<file path="config.mk">
export PLATFORM = sky130hd
export DESIGN_NAME = mips32_prefetch_queue_flat
export DESIGN_NICKNAME = d
export VERILOG_FILES = /design/src/rtl/mips32_prefetch_queue_if.sv /design/src/rtl/mips32_prefetch_queue.sv /design/src/flat_wrapper.sv
export SDC_FILE = /design/constraint.sdc
export NUM_CORES = 1
export LEC_CHECK = 0
export BUFFER_PORTS_ARGS = -buffer_cell sky130_fd_sc_hd__buf_2
export CORE_MARGIN = 4
export CORE_UTILIZATION = 54
export CTS_CLUSTER_DIAMETER = 200
export DETAILED_ROUTE_END_ITERATION = 8
export HOLD_SLACK_MARGIN = 0.1
export PLACE_DENSITY = 0.74
export REMOVE_ABC_BUFFERS = 1
export SYNTH_ARGS = -nofsm -noshare
export SYNTH_HDL_FRONTEND = slang
export SYNTH_SLANG_ARGS = --single-unit
</file>
<file path="constraint.sdc">
create_clock -name clk1 -period 14.5 [get_ports clk1]
set_clock_uncertainty 0.15 [all_clocks]
set_input_delay 1.45 -clock clk1 [delete_from_list [all_inputs] [get_ports clk1]]
set_output_delay 1.45 -clock clk1 [all_outputs]
set_load 0.01 [all_outputs]
</file>
<file path="src/rtl/mips32_prefetch_queue_if.sv">
// Bus bundle for the instruction prefetch queue: imem req/ack port, IF-stage dequeue
// port, and the redirect/halt controls.
interface mips32_prefetch_queue_if #(
    parameter int unsigned ADDR_W = 10
);
    logic              imem_req;
    logic [ADDR_W-1:0] imem_addr;
    logic              imem_ack;
    logic [31:0]       imem_rdata;
    logic              deq_valid;
    logic [31:0]       deq_ir;
    logic [31:0]       deq_npc;
    logic              deq_ready;
    logic              redirect;
    logic [31:0]       redirect_pc;
    logic              halt;

    modport master (
        output imem_req, imem_addr,
        input  imem_ack, imem_rdata,
        output deq_valid, deq_ir, deq_npc,
        input  deq_ready, redirect, redirect_pc, halt
    );

    modport slave (
        input  imem_req, imem_addr,
        output imem_ack, imem_rdata,
        input  deq_valid, deq_ir, deq_npc,
        output deq_ready, redirect, redirect_pc, halt
    );
endinterface

</file>
<file path="src/rtl/mips32_prefetch_queue.sv">
// Instruction prefetcher: one outstanding imem read at a time, results buffered with
// their next-PC in a DEPTH-entry FIFO drained by the IF stage.
module mips32_prefetch_queue #(
    parameter int unsigned DEPTH  = 4,
    parameter int unsigned ADDR_W = 10
) (
    input logic                    clk1,
    input logic                    rst,
    mips32_prefetch_queue_if.master bus
);
    localparam int unsigned PTR_W = $clog2(DEPTH);
    localparam int unsigned CNT_W = PTR_W + 1;
    localparam logic [CNT_W-1:0] FULL = CNT_W'(DEPTH);

    localparam logic [1:0] IDLE    = 2'd0;
    localparam logic [1:0] WAIT    = 2'd1;
    localparam logic [1:0] DISCARD = 2'd2;

    logic [1:0]        state_q, state_d;
    logic [31:0]       fetch_pc_q, fetch_pc_d;
    logic [CNT_W-1:0]  count_q, count_d;
    logic [PTR_W-1:0]  head_q, head_d;
    logic [PTR_W-1:0]  tail_q, tail_d;
    logic              halted_q, halted_d;
    logic              req_q, req_d;
    logic [ADDR_W-1:0] addr_q, addr_d;
    logic [31:0]       ir_q  [DEPTH];
    logic [31:0]       npc_q [DEPTH];

    logic              halted_now;
    logic              push;
    logic              pop;
    logic              flush;
    logic [CNT_W-1:0]  count_pop;
    logic [31:0]       pc_inc;

    // addr_q is kept apart from fetch_pc_q so DISCARD can hold the old address
    // on the bus while fetch_pc already points at the redirect target.
    always_comb begin
        halted_now = halted_q | bus.halt;
        pop        = (count_q != '0) & bus.deq_ready & ~bus.redirect;
        count_pop  = count_q - CNT_W'(pop);
        pc_inc     = fetch_pc_q + 32'd1;
        flush      = bus.redirect;
        push       = 1'b0;
        state_d    = state_q;
        fetch_pc_d = fetch_pc_q;
        req_d      = req_q;
        addr_d     = addr_q;
        halted_d   = halted_now;

        case (state_q)
            IDLE: begin
                if (bus.redirect) begin
                    fetch_pc_d = bus.redirect_pc;
                end else if (!halted_now && count_pop < FULL) begin
                    state_d = WAIT;
                    req_d   = 1'b1;
                    addr_d  = fetch_pc_q[ADDR_W-1:0];
                end
            end
            WAIT: begin
                if (bus.imem_ack) begin
                    if (bus.redirect) begin
                        fetch_pc_d = bus.redirect_pc;
                        state_d    = IDLE;
                        req_d      = 1'b0;
                    end else begin
                        push       = 1'b1;
                        fetch_pc_d = pc_inc;
                        if (!halted_now && (count_pop + CNT_W'(1)) < FULL) begin
                            addr_d = pc_inc[ADDR_W-1:0];
                        end else begin
                            state_d = IDLE;
                            req_d   = 1'b0;
                        end
                    end
                end else if (bus.redirect) begin
                    fetch_pc_d = bus.redirect_pc;
                    state_d    = DISCARD;
                end
            end
            DISCARD: begin
                if (bus.redirect) begin
                    fetch_pc_d = bus.redirect_pc;
                end
                if (bus.imem_ack) begin
                    state_d = IDLE;
                    req_d   = 1'b0;
                end
            end
            default: begin
                state_d = IDLE;
                req_d   = 1'b0;
            end
        endcase

        count_d = flush ? '0 : count_pop + CNT_W'(push);
        head_d  = flush ? '0 : head_q + PTR_W'(pop);
        tail_d  = flush ? '0 : tail_q + PTR_W'(push);
    end

    always_ff @(posedge clk1 or posedge rst) begin
        if (rst) begin
            state_q    <= IDLE;
            fetch_pc_q <= '0;
            count_q    <= '0;
            head_q     <= '0;
            tail_q     <= '0;
            halted_q   <= 1'b0;
            req_q      <= 1'b0;
            addr_q     <= '0;
        end else begin
            state_q    <= state_d;
            fetch_pc_q <= fetch_pc_d;
            count_q    <= count_d;
            head_q     <= head_d;
            tail_q     <= tail_d;
            halted_q   <= halted_d;
            req_q      <= req_d;
            addr_q     <= addr_d;
        end
    end

    always_ff @(posedge clk1 or posedge rst) begin
        if (rst) begin
            for (int unsigned i = 0; i < DEPTH; i++) begin
                ir_q[i]  <= '0;
                npc_q[i] <= '0;
            end
        end else if (push) begin
            ir_q[tail_q]  <= bus.imem_rdata;
            npc_q[tail_q] <= pc_inc;
        end
    end

    assign bus.imem_req  = req_q;
    assign bus.imem_addr = addr_q;
    assign bus.deq_valid = (count_q != '0);
    assign bus.deq_ir    = ir_q[head_q];
    assign bus.deq_npc   = npc_q[head_q];
endmodule

</file>
<file path="src/flat_wrapper.sv">
// flat-port wrapper written by rule: the top's interface ports become plain ports
module mips32_prefetch_queue_flat 
#(
    parameter int unsigned DEPTH  = 4,
    parameter int unsigned ADDR_W = 10
)
  (clk1, rst, bus_imem_req, bus_imem_addr, bus_imem_ack, bus_imem_rdata, bus_deq_valid, bus_deq_ir, bus_deq_npc, bus_deq_ready, bus_redirect, bus_redirect_pc, bus_halt);
  mips32_prefetch_queue_if #(.ADDR_W(ADDR_W)) bus_i ();
  input logic clk1;
  input logic rst;
  output wire logic [$bits(bus_i.imem_req)-1:0] bus_imem_req;
  output wire logic [$bits(bus_i.imem_addr)-1:0] bus_imem_addr;
  input wire logic [$bits(bus_i.imem_ack)-1:0] bus_imem_ack;
  input wire logic [$bits(bus_i.imem_rdata)-1:0] bus_imem_rdata;
  output wire logic [$bits(bus_i.deq_valid)-1:0] bus_deq_valid;
  output wire logic [$bits(bus_i.deq_ir)-1:0] bus_deq_ir;
  output wire logic [$bits(bus_i.deq_npc)-1:0] bus_deq_npc;
  input wire logic [$bits(bus_i.deq_ready)-1:0] bus_deq_ready;
  input wire logic [$bits(bus_i.redirect)-1:0] bus_redirect;
  input wire logic [$bits(bus_i.redirect_pc)-1:0] bus_redirect_pc;
  input wire logic [$bits(bus_i.halt)-1:0] bus_halt;
  assign bus_imem_req = bus_i.imem_req;
  assign bus_imem_addr = bus_i.imem_addr;
  assign bus_i.imem_ack = bus_imem_ack;
  assign bus_i.imem_rdata = bus_imem_rdata;
  assign bus_deq_valid = bus_i.deq_valid;
  assign bus_deq_ir = bus_i.deq_ir;
  assign bus_deq_npc = bus_i.deq_npc;
  assign bus_i.deq_ready = bus_deq_ready;
  assign bus_i.redirect = bus_redirect;
  assign bus_i.redirect_pc = bus_redirect_pc;
  assign bus_i.halt = bus_halt;
  mips32_prefetch_queue #(.DEPTH(DEPTH), .ADDR_W(ADDR_W)) u_core (.clk1(clk1), .rst(rst), .bus(bus_i));
endmodule
</file>
==> out/results.ini, run 1 <==
[critical_path]
crit_slowest_cell = buf_4
start_kind = register
cpPeakStageDelay_ps = 840
end_kind = output pin
path_delay_family = buffers and inverters
cp_num_buf_inv = 2
worstSetupPathType = register to output pin
cp_data_arrival_time_ps = 2870
path_max_fanout = 47
crit_chain = buf_4 > mux4_2 > buf_2
worstPathRequired_ps = 12900

[die]
die_height_um = 170
boundaryPins = 146
fp-row-count = 59
start_util_pct = 54.9
core-area_um2 = 26000
dieArea_um2 = 29100
die_w_um = 170

[power]
p_sw_mw = 0.431
clockPowerShare_pct = 44.1
peakVddDrop_mv = 0.113
seqPwrFrac_pct = 49.1
total_power_mw = 1.85
swShare_pct = 23.4
cellLeakagePower_nw = 7.62
p_comb_share_pct = 6.8
p_per_area_nw_per_um2 = 113
intPower_mw = 1.41

[route]
drt_iter0_drc = 761
dr.pass1.iters = 7
wl_per_cell_um = 20.0
vias = 9826
routed_wl_um = 33000
final_antenna_net_count = 0
route.detailed.drc = 0
vias_per_cell = 5.96

[timing]
relSlewSlack_pct = 25.4
tightest_slew_ps = 1120
drv_slew = 0
fin_crit_sh_pct = 30.8
fmax_mhz = 224
finalSetupViolCount = 0
rsz0062_at_grt = no
setup_tns_ps = 0
post-route-min-period_ps = 4470
hold_viol_final = 0

[global_routing]
track_usage_pct = 23.5
grt_overflow = 0
grt_pass1_vias = 10100
gr-usage-met3_pct = 3.72
antenna_found_initial = 0
use_met2_pct = 37.4
grt_first_pass_wirelength_um = 54600
grt_max_degree = 170
grt.busiest_layer = met2
met1_usage_pct = 34.2

[yosys]
synth-seq-area-share_pct = 54.2
ys_dominant_reg_cell = dfrtp_1
synth_common_cells = 309 x dfrtp_1, 141 x mux2_2, 128 x nand2_1, 124 x o21ai_0, 64 x mux4_2
synth_area_leaders = dfrtp_1 54%, mux2_2 11%, mux4_2 10%
ys.warnings.count = 0
synth_area_um2 = 14300
syn_avg_cell_area_um2 = 12.1
synth_most_common_cell = dfrtp_1
synthArstFlopShare_pct = 100
ys_seq_elements = 309
yosysTopAreaCell = dfrtp_1
ys_types = 52
yosys.area.top_type_share_pct = 54.2
synth-edff-count = 0
synth_cells = 1183

[clock_network]
cts_resized = 0
cts_made_buffers = 34
hold_buffers = 0
cts-root-buf = clkbuf_16
worstSkewPairLatency_ps = 500
htreeDepth = 2
clock-sinks = 309
cts_setup_buffers = 0
cts_tree = yes
path_clk_slew_ps = 50
cts_buffer_depth = 3

[cells_and_area]
area_growth_pct = 14.1
fin_nets = 1367
insertedDiodeCount = 0
layout-drive-gt1-share_pct = 32.3

[placement]
dp_hpwl_um = 20800
io_buffers = 145
routabilityCongestion = 0.854

[job]
cap_violations = 0

[hold_path]
min-delay-path-class = register to register

[run_status]
status = completed

[worst paths after layout]
check                                  start               end  slack [ps]  depth (start not counted)
max reg2reg                u_core.state_q[1]   u_core.ir_q[93]       11030                          5
min in group asynchronous                rst   u_core.ir_q[94]         980                          2
max                         u_core.head_q[0]   bus_deq_npc[23]       10030                          3
min                         u_core.npc_q[37]  u_core.npc_q[37]         320                          2
min reg2reg                 u_core.npc_q[37]  u_core.npc_q[37]         320                          2
max in group asynchronous                rst  u_core.head_q[0]       11690                          3
[flip-flops by register name (all words and copies together) (netlist names), 2 cells and up]
register and flops:
u_core.ir_q 128, u_core.tail_q 2, u_core.count_q 3, u_core.bus.imem_addr 10
u_core.fetch_pc_q 32, u_core.npc_q 128, u_core.head_q 2, u_core.state_q 2
[layout by cell type, fill, tap and decap left out, drive strengths merged, types with 22 or more instances in the layout]
cell	Yosys	final
nand3	22	22
buf	21	156
xnor2	28	28
mux2	141	141
dfrtp	309	309
o21ai	125	125
mux4	64	64
nand2	128	128
nor2	59	59
a21oi	55	55
clkbuf	63	51
[cell type report]
class / instances / area (um^2)
sequential: 309 / 7740
clock inverter: 7 / 47.5
multi-input combinational: 776 / 6180
clock buffer: 51 / 1010
fill: 2081 / 9710
timing repair buffer: 156 / 821
tap: 335 / 419
inverter: 14 / 60.1
[logic make-up after synthesis]
group	count (synthesis)	synth area share, %
and+or+nand+nor	296	9.71
buffers and inverters	98	2.61
AOI/OAI and AO/OA	220	8.63
adders and majority gates	6	0.526
xor gates and xnor gates	43	2.64
DFF	309	54.2
muxes	211	21.7
[layer usage]
metal | part of all wire, % | up-vias
li1 | - | 4475
met1 | 44 | 4969
met2 | 48 | 322
met3 | 6.0 | 60
met4 | 2.1 | 0
met5 | 0 | -
[per-stage QoR]
stage	util [%]	worst slack (ps)	cells	hold WS [ps]	area, um^2
6_report	62.6	10030	1648	323	16300
5_1_grt	62.6	9800	1648	348	16300
4_1_cts	62.6	9930	1648	328	16300
3_5_place_dp	58.6	9700	1590	316	15200
3_3_place_gp	58.6	9810	1590	306	15200
2_1_floorplan	-	4360	1099	295	13900
[power groups by stage]
stage | clock [mW] | sequential, mW | combinational, mW
final | 0.814 | 0.906 | 0.126
after global routing | 0.875 | 0.908 | 0.141
after CTS | 0.832 | 0.905 | 0.128
after detailed placement | 0 | 0.921 | 0.127
after global placement | 0 | 0.920 | 0.125
after floorplan | 0 | 0.915 | 0.0757
[worst register-to-register path: cells and delay by family, from the launching register on]
| kind | cells | cell delay (ps) |
|---|---|---|
| flip-flops | 1 | 710 |
| AND/OR/NAND/NOR | 2 | 820 |
| multiplexers | 1 | 490 |
| buffers and inverters | 2 | 1200 |
Power figures use the tool's default switching activity.
==> run 2: changes to the inputs <==
==> constraint.sdc (replaced) <==
create_clock -name clk1 -period 4.18 [get_ports clk1]
set_clock_uncertainty 0.15 [all_clocks]
set_input_delay 0.418 -clock clk1 [delete_from_list [all_inputs] [get_ports clk1]]
set_output_delay 0.418 -clock clk1 [all_outputs]
set_load 0.01 [all_outputs]
==> run 2 against run 1 <==
Effect of this change: final area up 5.1%; wire length up 2.8%; via count up 2.9%; utilization up 3.2 points; first-iteration DRC count down 3.9%; worst hold slack worse by 210 ps; sequential power rose to 3.5 times the previous value; non-clock buffer count up 69; register-to-register slack worse by 10000 ps; die area unchanged; flip-flop and latch count unchanged; critical path type is now register to register; critical endpoint is now u_core.bus.imem_addr[7]; largest power group unchanged; highest routed layer unchanged.
==> out/results.ini, run 2 (synthesized netlist as in run 1, its figures left out) <==
[die]
fp-row-count = 59  ; unchanged
start_util_pct = 54.9  ; unchanged
die_w_um = 170  ; unchanged
dieArea_um2 = 29100  ; unchanged
die_height_um = 170  ; unchanged
boundaryPins = 146  ; unchanged
core-area_um2 = 26000  ; unchanged

[job]
cap_violations = 0  ; unchanged

[clock_network]
cts_buffer_depth = 3  ; unchanged
clock-sinks = 309  ; unchanged
cts_resized = 0  ; unchanged
htreeDepth = 2  ; unchanged
worstSkewPairLatency_ps = 510  ; about the same
cts-root-buf = clkbuf_16
cts_setup_buffers = 0  ; unchanged
cts_made_buffers = 34  ; unchanged
cts_tree = yes
path_clk_slew_ps = 60  ; about the same

[route]
routed_wl_um = 33900  ; +2.8%
route.detailed.drc = 0  ; unchanged
wl_per_cell_um = 19.7  ; -1.3%
dr.pass1.iters = 5  ; -2
vias_per_cell = 5.89  ; -1.2%
vias = 10100  ; +2.9%
final_antenna_net_count = 0  ; unchanged
drt_iter0_drc = 731  ; -3.9%

[cells_and_area]
fin_cells = 1717  ; +4.2%
layout-drive-gt1-share_pct = 31.7  ; -0.60 points
insertedDiodeCount = 0  ; unchanged
fin_area_um2 = 17100  ; +5.1%
fin_nets = 1436  ; +5.0%
final_common_cell = dfrtp_1
reg.largest.list = u_core.ir_q x128, u_core.npc_q x128, u_core.fetch_pc_q x32
area_growth_pct = 19.9
final_cell_mix = 307 x dfrtp_1, 145 x buf_2, 141 x mux2_2

[critical_path]
path_max_fanout = 9  ; -81%
crit_chain = nor2_1 > nor3_1 > ha_1 > or4b_1 > a2bb2oi_1 > and3_1 > o31ai_4 > mux2_2
cpPeakStageDelay_ps = 540  ; -300 ps
worstPathRequired_ps = 4430  ; -8470 ps
start_kind = register
startpoint = u_core.count_q[2]
end_kind = register
worstSetupPathType = register to register
crit_slowest_cell = or4b_1
r2r_start = u_core.count_q[2]
cp_data_arrival_time_ps = 3350  ; +480 ps

[hold_path]
worstHoldStart = bus_redirect_pc[2]
min-delay-path-class = primary input to register

[run_status]
status = completed

[global_routing]
grt_first_pass_wirelength_um = 54900  ; +0.52%
grt_max_degree = 146  ; -14%
antenna_found_initial = 0  ; unchanged
grt_overflow = 0  ; unchanged
grt_pass1_vias = 10300  ; +1.4%
track_usage_pct = 23.5  ; +0.073 points

[placement]
placedCellCount = 1601  ; +0.69%
routabilityCongestion = 0.866  ; +1.3%
dp_hpwl_um = 21400  ; +2.6%
io_buffers = 145  ; unchanged
place_area_um2 = 15400  ; +1.0%

[power]
p_sw_mw = 1.54  ; +260%
intPower_mw = 5.14  ; +260%
clockPowerShare_pct = 45.7  ; +1.6 points
p_comb_share_pct = 7.3  ; +0.5 points
total_power_mw = 6.68  ; +260%
swShare_pct = 23.1  ; -0.28 points
seqPwrFrac_pct = 47.0  ; -2.1 points
p_per_area_nw_per_um2 = 391  ; +240%
cellLeakagePower_nw = 7.99  ; +4.8%
peakVddDrop_mv = 0.354  ; +210%

[timing]
fmax_mhz = 322
finalSetupViolCount = 0  ; unchanged
rsz0062_at_grt = no
fin_crit_sh_pct = 74.3
post-route-min-period_ps = 3110
drv_slew = 0  ; unchanged
hold_viol_final = 0  ; unchanged
relSlewSlack_pct = 32.2  ; +6.8 points
tightest_slew_ps = 1020  ; -101 ps

run 2: changes by cell type in the layout (fill, tap and decap cells not counted), sizes merged:
cell         delta
clkbuf          -6
dlygate4sd3    +58
bufinv          +4
clkinv          +2
buf            +11
run 2: power groups by stage:
stage	registers (mW)	logic, mW	clock network (mW)
2_1_floorplan	3.18	0.262	0
3_3_place_gp	3.19	0.435	0
3_5_place_dp	3.19	0.444	0
4_1_cts	3.14	0.490	3.12
5_1_grt	3.15	0.536	3.24
6_report	3.14	0.486	3.06
run 2: metal layers:
metal | routed length (um) | track usage [%] | up-vias | part of all wire [%]
li1 | - | - | 4616 | -
met1 | 14500 | 32.6 | 5120 | 43
met2 | 16600 | 38.6 | 315 | 49
met3 | 1960 | 4.25 | 60 | 5.8
met4 | 872 | 7.08 | 0 | 2.6
met5 | 0 | 0 | - | 0
run 2: final timing paths:
path	endpoint	slack, ps	cells after the start
max reg2reg	u_core.bus.imem_addr[7]	1070	8
min in group asynchronous	u_core.ir_q[99]	540	3
min	u_core.fetch_pc_q[2]	110	3
max in group asynchronous	u_core.ir_q[55]	2330	4
max	u_core.bus.imem_addr[7]	1070	8
min reg2reg	u_core.npc_q[62]	330	2
run 2: cell type report:
class | instances | area [um^2]
Clock buffer | 45 | 953
Tap cell | 335 | 419
Clock inverter | 13 | 186
Fill cell | 1982 | 8890
Sequential cell | 309 | 7740
Timing Repair Buffer | 225 | 1560
Multi-Input combinational cell | 776 | 6180
Inverter | 14 | 60.1
run 2: repair_timing:
| action | in CTS | in global routing |
|---|---|---|
| hold buffers | 58 | 0 |
| hold endpoints to repair | 293 | 0 |
| endpoints found under the setup margin | 0 | 0 |
run 2: critical path: cells and delay by family, from the launching register on:
family | cells | cell delay (ps)
simple gates | 4 | 1110
compound gates | 2 | 670
mux | 1 | 400
fa+ha+maj | 1 | 310
flops | 1 | 370
run 2: stage by stage:
| stage | utilization, % | TNS, ps | hold WS (ps) | setup slack, ps |
|---|---|---|---|---|
| 4_1_cts | 65.8 | 0 | 100 | 991 |
| 6_report | 65.8 | 0 | 113 | 1070 |
| 5_1_grt | 65.8 | 0 | 112 | 885 |
| 3_5_place_dp | 59.2 | 0 | 317 | 779 |
| 2_1_floorplan | - | -1726450 | 295 | -4930 |
| 3_3_place_gp | 59.2 | 0 | 307 | 867 |
==> run 3: changes to the inputs <==
--- a/config.mk
+++ b/config.mk
@@ -5,13 +5,14 @@
 export SDC_FILE = /design/constraint.sdc
 export NUM_CORES = 1
 export LEC_CHECK = 0
+export ABC_AREA = 1
 export BUFFER_PORTS_ARGS = -buffer_cell sky130_fd_sc_hd__buf_2
 export CORE_MARGIN = 4
 export CORE_UTILIZATION = 54
 export CTS_CLUSTER_DIAMETER = 200
 export DETAILED_ROUTE_END_ITERATION = 8
 export HOLD_SLACK_MARGIN = 0.1
-export PLACE_DENSITY = 0.74
+export PLACE_DENSITY = 0.77
 export REMOVE_ABC_BUFFERS = 1
 export SYNTH_ARGS = -nofsm -noshare
 export SYNTH_HDL_FRONTEND = slang
==> constraint.sdc (replaced) <==
create_clock -name clk1 -period 2.65 [get_ports clk1]
set_clock_uncertainty 0.15 [all_clocks]
set_input_delay 0.265 -clock clk1 [delete_from_list [all_inputs] [get_ports clk1]]
set_output_delay 0.265 -clock clk1 [all_outputs]
set_load 0.01 [all_outputs]
==> run 3 against run 2 <==
Effect of this change: final area grew 3.4%; highest routed layer unchanged; register-to-register slack worse by 920 ps; sequential share of layout area is 1.5 points lower; worst setup slack got worse by 960 ps; combinational power grew to 7.7 times the previous value; utilization about the same; synthesized cell count increased by 57%; sequential power up 96%; wire length is 19% higher.
==> out/results.ini, run 3 <==
[run_status]
status = completed

[clock_network]
htreeDepth = 1  ; -1
path_clk_slew_ps = 60  ; about the same
cts_made_buffers = 31  ; -8.8%
cts_tree = yes
clock-sinks = 309  ; unchanged
worstSkewPairLatency_ps = 570  ; +60 ps
cts-root-buf = clkbuf_16
cts_setup_buffers = 0  ; unchanged
cts_buffer_depth = 3  ; unchanged

[timing]
post-route-min-period_ps = 2540
tightest_slew_ps = 697  ; -320 ps
relSlewSlack_pct = 53.5  ; +21 points
hold_viol_final = 0  ; unchanged
fmax_mhz = 394
drv_slew = 0  ; unchanged
finalSetupViolCount = 0  ; unchanged
rsz0062_at_grt = no
fin_crit_sh_pct = 95.8
whs_ps = 169  ; +56.5 ps

[route]
drt_iter0_drc = 1305  ; +79%
final_antenna_net_count = 0  ; unchanged
route.detailed.drc = 0  ; unchanged
wl_per_cell_um = 16.9  ; -15%
vias = 13500  ; +33%
vias_per_cell = 5.62  ; -4.6%
routed_wl_um = 40400  ; +19%
dr.pass1.iters = 6  ; +1

[yosys]
yosysTopAreaCell = dfrtp_1
synth_area_leaders = dfrtp_1 52%, nand2_1 14%, o21ai_0 9.3%
synthArstFlopShare_pct = 100  ; unchanged
synth-seq-area-share_pct = 52.5  ; -1.7 points
synth-edff-count = 0  ; unchanged
ys_types = 37  ; -29%
ys_seq_elements = 309  ; unchanged
synth_most_common_cell = nand2_1
synth_common_cells = 549 x nand2_1, 309 x dfrtp_1, 275 x o21ai_0, 186 x nor2_1, 116 x o21ai_1
yosys.area.top_type_share_pct = 52.5  ; -1.7 points
synth_cells = 1858  ; +57%
ys_dominant_reg_cell = dfrtp_1
ys.warnings.count = 0  ; unchanged
syn_avg_cell_area_um2 = 7.93  ; -34%
synth_area_um2 = 14700  ; +3.3%

[cells_and_area]
nFillCells = 2192  ; +11%
insertedDiodeCount = 0  ; unchanged
layout-drive-gt1-share_pct = 12.6  ; -19 points
fin_nets = 2108  ; +47%
final_common_cell = nand2_1
area_growth_pct = 19.9  ; about the same
fin_util_pct = 65.8  ; about the same
reg.largest.list = u_core.ir_q x128, u_core.npc_q x128, u_core.fetch_pc_q x32
final_cell_mix = 547 x nand2_1, 307 x dfrtp_1, 275 x o21ai_0

[global_routing]
grt_pass1_vias = 13200  ; +28%
track_usage_pct = 26.5  ; +2.9 points
grt_max_degree = 122  ; -16%
grt_overflow = 0  ; unchanged
antenna_found_initial = 0  ; unchanged
grt_first_pass_wirelength_um = 66900  ; +22%

[power]
cellLeakagePower_nw = 8.79  ; +10%
p_per_area_nw_per_um2 = 830  ; +110%
total_power_mw = 14.7  ; +120%
peakVddDrop_mv = 0.503  ; +42%

[job]
cap_violations = 0  ; unchanged

[die]
core-area_um2 = 26900  ; +3.4%
boundaryPins = 146  ; unchanged
die_height_um = 173  ; +1.6%
fp-row-count = 60  ; +1.7%
die_w_um = 173  ; +1.6%
start_util_pct = 54.8  ; about the same
dieArea_um2 = 30000  ; +3.2%

[critical_path]
end_kind = output pin
start_kind = register
path_max_fanout = 121  ; +112
worstPathRequired_ps = 2240  ; -2190 ps
worstSetupPathType = register to output pin
cp_data_arrival_time_ps = 2120  ; -1230 ps

[placement]
dp_hpwl_um = 24700  ; +15%
routabilityCongestion = 0.959  ; +11%
io_buffers = 145  ; unchanged

[hold_path]
min-delay-path-class = primary input to register

==> run 3: logic make-up (layout without fill, tap and decap cells) <==
| logic type | Yosys count | after routing | share of synthesized area [%] |
|---|---|---|---|
| simple gates | 779 | 779 | 20.8 |
| compound gates | 517 | 517 | 18.5 |
| flops | 309 | 309 | 52.5 |
| buf+inv | 223 | 419 | 6.33 |
| xor+xnor | 24 | 24 | 1.43 |
| fa+ha+maj | 6 | 6 | 0.510 |
==> run 3: path summary, 6_finish.rpt <==
kind | slack [ps] | to | cells past startpoint | from
max | 110 | bus_deq_npc[28] | 4 | u_core.head_q[0]
min | 170 | u_core.count_q[0] | 7 | bus_deq_ready
max reg2reg | 150 | u_core.fetch_pc_q[2] | 6 | u_core.state_q[0]
min reg2reg | 320 | u_core.halted_q | 2 | u_core.halted_q
max in group asynchronous | 1320 | u_core.ir_q[28] | 4 | rst
min in group asynchronous | 190 | u_core.ir_q[39] | 3 | rst
==> run 3: repair_timing <==
action	CTS	global route
pin swaps	0	0
endpoints found under the hold margin	248	0
hold buffers	70	0
endpoints found under the setup margin	1	10
gates resized for setup	1	11
gates cloned	0	1
==> run 3: cell type report <==
class,instances,area (um^2),area share [%]
flip-flops and latches,309,7740,43.8
well taps,341,427,2.41
inverters,112,442,2.50
clock inverters,14,244,1.38
repair buffers,252,1870,10.6
clock buffers,41,863,4.89
multi-input cells,1326,6090,34.4
==> run 3: worst max-delay path: stages, from the launching register on <==
cell	delay (ps)
dfrtp_4	440
buf_16	420
o21ai_0	180
o22ai_1	280
buf_2	190
==> run 3: routing by layer <==
metal	share of wire [%]	vias to the layer above	global-route usage, %
met2	47	541	43.2
met5	0	-	0
met1	44	6409	37.8
met3	6.7	72	3.19
met4	2.9	0	7.68
li1	-	6436	-
==> run 3: through the flow <==
step                      instances  setup slack [ps]  area (um^2)  setup TNS, ps
after global placement         2269               412        15800              0
after floorplan                1747             -6310        14200       -2132820
after detailed placement       2269               298        15800              0
after CTS                      2394              72.5        17600              0
after global routing           2395             0.430        17700              0
final                          2395               110        17700              0
==> run 3: report_power, final <==
part / switching [mW] / total, mW / internal (mW)
sequential: 0.592 / 6.16 / 5.57
clock: 1.89 / 4.76 / 2.87
combinational: 2.28 / 3.74 / 1.46
